### src/rtl/itch_message_dispatcher.sv
// ITCH framing stage: splits the 64-bit beat stream into length-prefixed messages and emits
// per-type start pulses. Define ITCH_MAX_LEN_CHECK_EN to flag lengths above MAX_LEN.
module itch_message_dispatcher #(
   parameter logic [7:0]  TICK_TYPE = 8'h4C,
   parameter logic [15:0] MAX_LEN   = 16'd64
) (
   input  logic        clk,
   input  logic        rst,
   input  logic [63:0] dataIn,
   input  logic        validIn,
   output logic        readyOut,
   output logic [63:0] dataOut,
   output logic [5:0]  trackerOut,
   output logic [7:0]  msgType,
   output logic        startTickSizeTableEntry,
   output logic        startOther,
   output logic        payloadValid,
   output logic        lastOut,
   output logic        errorOut
);

   typedef enum logic [1:0] {StHdr0, StHdr1, StType, StBody} state_e;

   state_e      state_q, state_d;
   logic [2:0]  ptr_q, ptr_d;
   logic [15:0] rem_q, rem_d;
   logic [7:0]  len_hi_q, len_hi_d;
   logic        first_q, first_d;
   logic        skip_q, skip_d;
   logic        ready_q, ready_d;
   logic [63:0] data_q, data_d;
   logic [5:0]  tracker_q, tracker_d;
   logic [7:0]  type_q, type_d;
   logic        tick_q, tick_d;
   logic        other_q, other_d;
   logic        pv_q, pv_d;
   logic        last_q, last_d;
   logic        err_q, err_d;

   logic [63:0] beat_v;
   logic        proc_v;
   logic [2:0]  start_v;
   logic        stop_v;
   logic [3:0]  end_v;
   logic [7:0]  byte_v;
   logic [15:0] len_v;
   logic        over_v;

`ifndef ITCH_MAX_LEN_CHECK_EN
   logic unused_max_len;
   assign unused_max_len = ^MAX_LEN;
`endif

   always_comb begin
      state_d   = state_q;
      ptr_d     = ptr_q;
      rem_d     = rem_q;
      len_hi_d  = len_hi_q;
      first_d   = first_q;
      skip_d    = skip_q;
      ready_d   = ready_q;
      data_d    = data_q;
      type_d    = type_q;
      tracker_d = 6'd0;
      tick_d    = 1'b0;
      other_d   = 1'b0;
      pv_d      = 1'b0;
      last_d    = 1'b0;
      err_d     = 1'b0;
      // A held beat lives in data_q and is re-processed regardless of validIn.
      beat_v    = ready_q ? dataIn : data_q;
      proc_v    = validIn | ~ready_q;
      start_v   = ready_q ? 3'd0 : ptr_q;
      stop_v    = 1'b0;
      end_v     = 4'd8;
      byte_v    = 8'd0;
      len_v     = 16'd0;
      over_v    = 1'b0;
      if (proc_v) begin
         data_d = beat_v;
         for (int i = 0; i < 8; i++) begin
            if (!stop_v && (3'(i) >= start_v)) begin
               byte_v = beat_v[8*i +: 8];
               unique case (state_d)
                  StHdr0: begin
                     len_hi_d = byte_v;
                     state_d  = StHdr1;
                  end
                  StHdr1: begin
                     len_v = {len_hi_d, byte_v};
`ifdef ITCH_MAX_LEN_CHECK_EN
                     over_v = (len_v > MAX_LEN);
`else
                     over_v = 1'b0;
`endif
                     if (len_v == 16'd0) begin
                        err_d   = 1'b1;
                        state_d = StHdr0;
                        stop_v  = 1'b1;
                        end_v   = 4'(i + 1);
                     end else begin
                        rem_d   = len_v - 16'd1;
                        skip_d  = over_v;
                        err_d   = over_v;
                        state_d = StType;
                     end
                  end
                  StType: begin
                     type_d = byte_v;
                     if (rem_d == 16'd0) begin
                        tick_d  = !skip_d && (byte_v == TICK_TYPE);
                        other_d = !skip_d && (byte_v != TICK_TYPE);
                        last_d  = !skip_d;
                        state_d = StHdr0;
                        stop_v  = 1'b1;
                        end_v   = 4'(i + 1);
                     end else begin
                        first_d = 1'b1;
                        state_d = StBody;
                     end
                  end
                  StBody: begin
                     if (!skip_d && !pv_d) begin
                        pv_d      = 1'b1;
                        tracker_d = 6'(8 * i);
                     end
                     if (first_d) begin
                        first_d = 1'b0;
                        tick_d  = !skip_d && (type_d == TICK_TYPE);
                        other_d = !skip_d && (type_d != TICK_TYPE);
                     end
                     rem_d = rem_d - 16'd1;
                     if (rem_d == 16'd0) begin
                        last_d  = !skip_d;
                        state_d = StHdr0;
                        stop_v  = 1'b1;
                        end_v   = 4'(i + 1);
                     end
                  end
                  default: state_d = StHdr0;
               endcase
            end
         end
         // Hold the beat only when a message ended with bytes still left in it.
         ready_d = !(stop_v && (end_v != 4'd8));
         ptr_d   = ready_d ? 3'd0 : end_v[2:0];
      end
   end

   always_ff @(posedge clk or posedge rst) begin
      if (rst) begin
         state_q   <= StHdr0;
         ptr_q     <= 3'd0;
         rem_q     <= 16'd0;
         len_hi_q  <= 8'd0;
         first_q   <= 1'b0;
         skip_q    <= 1'b0;
         ready_q   <= 1'b1;
         data_q    <= 64'd0;
         tracker_q <= 6'd0;
         type_q    <= 8'd0;
         tick_q    <= 1'b0;
         other_q   <= 1'b0;
         pv_q      <= 1'b0;
         last_q    <= 1'b0;
         err_q     <= 1'b0;
      end else begin
         state_q   <= state_d;
         ptr_q     <= ptr_d;
         rem_q     <= rem_d;
         len_hi_q  <= len_hi_d;
         first_q   <= first_d;
         skip_q    <= skip_d;
         ready_q   <= ready_d;
         data_q    <= data_d;
         tracker_q <= tracker_d;
         type_q    <= type_d;
         tick_q    <= tick_d;
         other_q   <= other_d;
         pv_q      <= pv_d;
         last_q    <= last_d;
         err_q     <= err_d;
      end
   end

   assign readyOut                = ready_q;
   assign dataOut                 = data_q;
   assign trackerOut              = tracker_q;
   assign msgType                 = type_q;
   assign startTickSizeTableEntry = tick_q;
   assign startOther              = other_q;
   assign payloadValid            = pv_q;
   assign lastOut                 = last_q;
   assign errorOut                = err_q;

endmodule

### config.mk
export PLATFORM = sky130hd
export DESIGN_NAME = itch_message_dispatcher
export DESIGN_NICKNAME = d
export VERILOG_FILES = /design/src/rtl/itch_message_dispatcher.sv
export SDC_FILE = /design/constraint.sdc
export NUM_CORES = 1
export LEC_CHECK = 0
export ABC_AREA = 1
export ABC_CLOCK_PERIOD_IN_PS = 11850
export CORE_MARGIN = 8
export CORE_UTILIZATION = 40
export CTS_CLUSTER_SIZE = 12
export DETAILED_ROUTE_END_ITERATION = 10
export GPL_ROUTABILITY_DRIVEN = 1
export SYNTH_ARGS = -nofsm -noshare
export SYNTH_HDL_FRONTEND = slang
export SYNTH_SLANG_ARGS = --single-unit
### constraint.sdc
create_clock -name clk -period 11.85 [get_ports clk]
set_input_delay 2.37 -clock clk [delete_from_list [all_inputs] [get_ports clk]]
set_output_delay 2.37 -clock clk [all_outputs]
set_load 0.02 [all_outputs]
==> metrics.md <==
| Metric | Value |
|---|---|
| Status | complete, no violations |
| Drt total wl | 95,960 µm |
| Pre-CTS setup slack | -0.09109 ns |
| Leading cell types in the layout, fill and taps excluded | nand2_1 (1,392), buf_4 (413), inv_1 (386), nand3_1 (313), nor2_1 (308) |
| H-tree depth | 3 |
| Starting Density | 40.21% |
| Clock Sinks | 112 |
| RePlAce Congestion | 0.9893 |
| Async set-reset flop share out of synthesis | 100.0% |
| Initial DRC Count | 2,695 |
| Row Count | 86 |
| Largest net degree at the start of global routing | 169 |
| CP startpoint | dataIn[0] |
| Dominant register cell in the synthesized netlist | dfrtp_1 |
| Sequential area share after synthesis | 12.73% |
| Register-to-Register Path Depth | 71 |
| Critical Path RT | 12.17 ns |
| CP Capture Type | flop |
| Global router's overall resource usage | 29.06% |
| FF+latch count, synth | 112 |
| Mapped Cells | 3,957 |
| Hold Buf Count CTS | 0 |
| Vias in the first global route | 24,790 |
| Top Family by Delay on Critical Path | simple AND/OR/NAND/NOR gates |
| First-pass GRT wire length | 145,100 µm |
| Reg2reg start | readyOut |
| Area leader, netlist | nand2_1 |
| Final antenna-violating net count | 0 |
| Root Driver | clkbuf_16 |
| Slew margin rel. | 30.23% |
| Antenna violations before repair | 1 |
| Max Cap Viol | 0 |
| Grt total ovfl | 0 |
| Critical path depth | 76 |
| Clk buf depth | 2 |
| Period utilization | 95.03% |
| Final net count | 4,543 |
| Die area | 62,830 µm² |
| Critical path class | input pin to flop |
| R2r setup slk | 1.31 ns |
| Clk Latency, worst-skew pair | 0.42 ns |
| DR WL/cell | 18.60 µm |
| Synth area leaders | nand2_1 (24%), dfrtp_1 (13%), nand3_1 (7.5%) |
| Critical Path Source Type | input pin |
| Final worst slack | 0.5885 ns |
| Most used cell, CP | nand2_1 |
| CP endpoint | state_q[1] |
| CTS Buf Count | 9 |
| DR vias/cell | 5.280 |
| Chip Height | 250.7 µm |
| CP Max Fanout | 13 |
| Commonest non-fill, non-tap cell in the layout | nand2_1 |
| Die width | 250.7 µm |
| Post-synth EDFFs | 0 |
| Hold Crit Class | flop to flop |
| Worst path slowest cell | clkdlybuf4s50_1 |
| RR Endpoint | state_q[1] |
| Crit-path max cell delay | 0.40 ns |
| Hold slack | 0.5005 ns |
| Tightest Pin Transition | 1.037 ns |
| Synth Warn # | 0 |
| DR pass1 iterations | 7 |
| Final Max Slew Viols | 0 |
| # setup viols final | 0 |
| Layout area overhead | 27.09% |
| Arrival time at the worst endpoint | 11.58 ns |
| CP bufs+invs | 12 |
| Area of the mapped netlist | 22,020 µm² |
| Min Tclk post-route | 11.26 ns |
| Drt drc | 0 |
| FMAX | 0.08880 GHz |
| I/O Buffers | 147 |
| CTS tree | done |
| Share of layout cells above drive strength 1 | 23.84% |
| Post-Syn Area per Cell | 5.566 µm² |
| DR vias | 27,250 |
| Core area | 54,770 µm² |
| Hold Vio Cnt, Final | 0 |
| Clk_skew | 0.01702 ns |
| Clock-pin slew on the worst setup and hold paths | 0.10 ns |
| Synth unique cells | 68 |
| DP HPWL | 79,120 µm |
| I/O pins | 151 |
| Top-area cell type share of the netlist area | 24.17% |
## metrics by stage
stage	cell area, µm²	instances	TNS, ns	util, %
2_1_floorplan	22030	3959	0	-
3_3_place_gp	26600	5084	-0.7247	48.57
3_5_place_dp	26600	5084	-0.3952	48.57
4_1_cts	26940	5100	0	49.19
5_1_grt	27990	5159	-0.1135	51.10
6_report	27990	5160	0	51.11
## worst min-delay path by stage
stage | from | endpoint | slack (ns) | cells past startpoint
global placement | ptr_q[0] | ptr_q[0] | 0.48 | 2
global route | dataOut[32] | dataOut[32] | 0.54 | 2
floorplan | ptr_q[0] | ptr_q[0] | 0.45 | 2
finish | ptr_q[0] | ptr_q[0] | 0.50 | 2
CTS | ptr_q[0] | ptr_q[0] | 0.51 | 2
detailed placement | ptr_q[0] | ptr_q[0] | 0.48 | 2
## metal layers
layer  share of wire (%)  GRT usage, %  vias to the layer above
met5                   0             0                        -
met4                 3.9         10.69                        0
met3                 5.9         2.560                      173
met2                  45         47.08                     1029
met1                  46         39.82                    12400
li1                    -             -                    13650
## cell families (layout without fill, tap and decap cells)
group	Yosys count	count (layout)	synth area share [%]
other	1	4	0.01703
XOR/XNOR	76	76	3.022
flip-flops	112	112	12.73
AND/OR/NAND/NOR	2664	2669	57.71
adder cells (fa/ha/maj)	26	26	1.477
buffers and inverters	582	1073	11.84
AO/OA/AOI/OAI	493	493	13.07
multiplexers	3	3	0.1363
## synthesized netlist by cell type, types with 13 or more instances
| cell type | n |
|---|---|
| nor2_1 | 337 |
| clkinv_1 | 13 |
| inv_2 | 65 |
| buf_6 | 24 |
| nand2_2 | 125 |
| nand2_1 | 1418 |
| o21ai_0 | 214 |
| nor4_1 | 18 |
| nand3_2 | 33 |
| nand2_4 | 50 |
| or2_2 | 54 |
| dfrtp_1 | 111 |
| ha_1 | 26 |
| nor2_2 | 60 |
| inv_1 | 390 |
| o21ai_1 | 98 |
| clkbuf_1 | 32 |
| nand3_1 | 328 |
| nor2_4 | 52 |
| buf_2 | 17 |
| nand4_1 | 93 |
| o21ai_2 | 26 |
| xor2_1 | 71 |
| a21oi_1 | 70 |
| nor3_1 | 49 |
| buf_4 | 17 |
## timing repair
action / 4_1_cts / 5_1_grt
gates resized for setup: 0 / 147
endpoints found under the setup margin: 0 / 48
buffers inserted: 0 / 54
## registers in the layout (all words and copies together), names as in the netlist
signal / cells
len_hi_q: 8
msgType: 8
state_q: 2
rem_q: 16
errorOut: 1
ptr_q: 3
lastOut: 1
startOther: 1
first_q: 1
startTickSizeTableEntry: 1
trackerOut: 3
payloadValid: 1
dataOut: 64
readyOut: 1
skip_q: 1
## area by class of cell
type,count,area [µm²]
Fill cell,5949,26780
Multi-Input combinational cell,3270,17200
Timing Repair Buffer,581,4937
Sequential cell,112,2808
Inverter,476,1827
Tap cell,704,880.8
Clock buffer,9,225.2
Clock inverter,7,112.6
Antenna cell,1,2.502
## worst register-to-register path, delay by kind of cell (launching register included)
kind / cells / cell delay, ns
simple gates: 49 / 5.39
buf+inv: 11 / 1.75
compound gates: 7 / 1.68
flops: 1 / 0.94
fa+ha+maj: 3 / 0.53
xor+xnor: 1 / 0.14
Power is left out: the tool's default activity adds up to more than one toggle a clock period on the data nets, which glitch-free logic cannot reach.
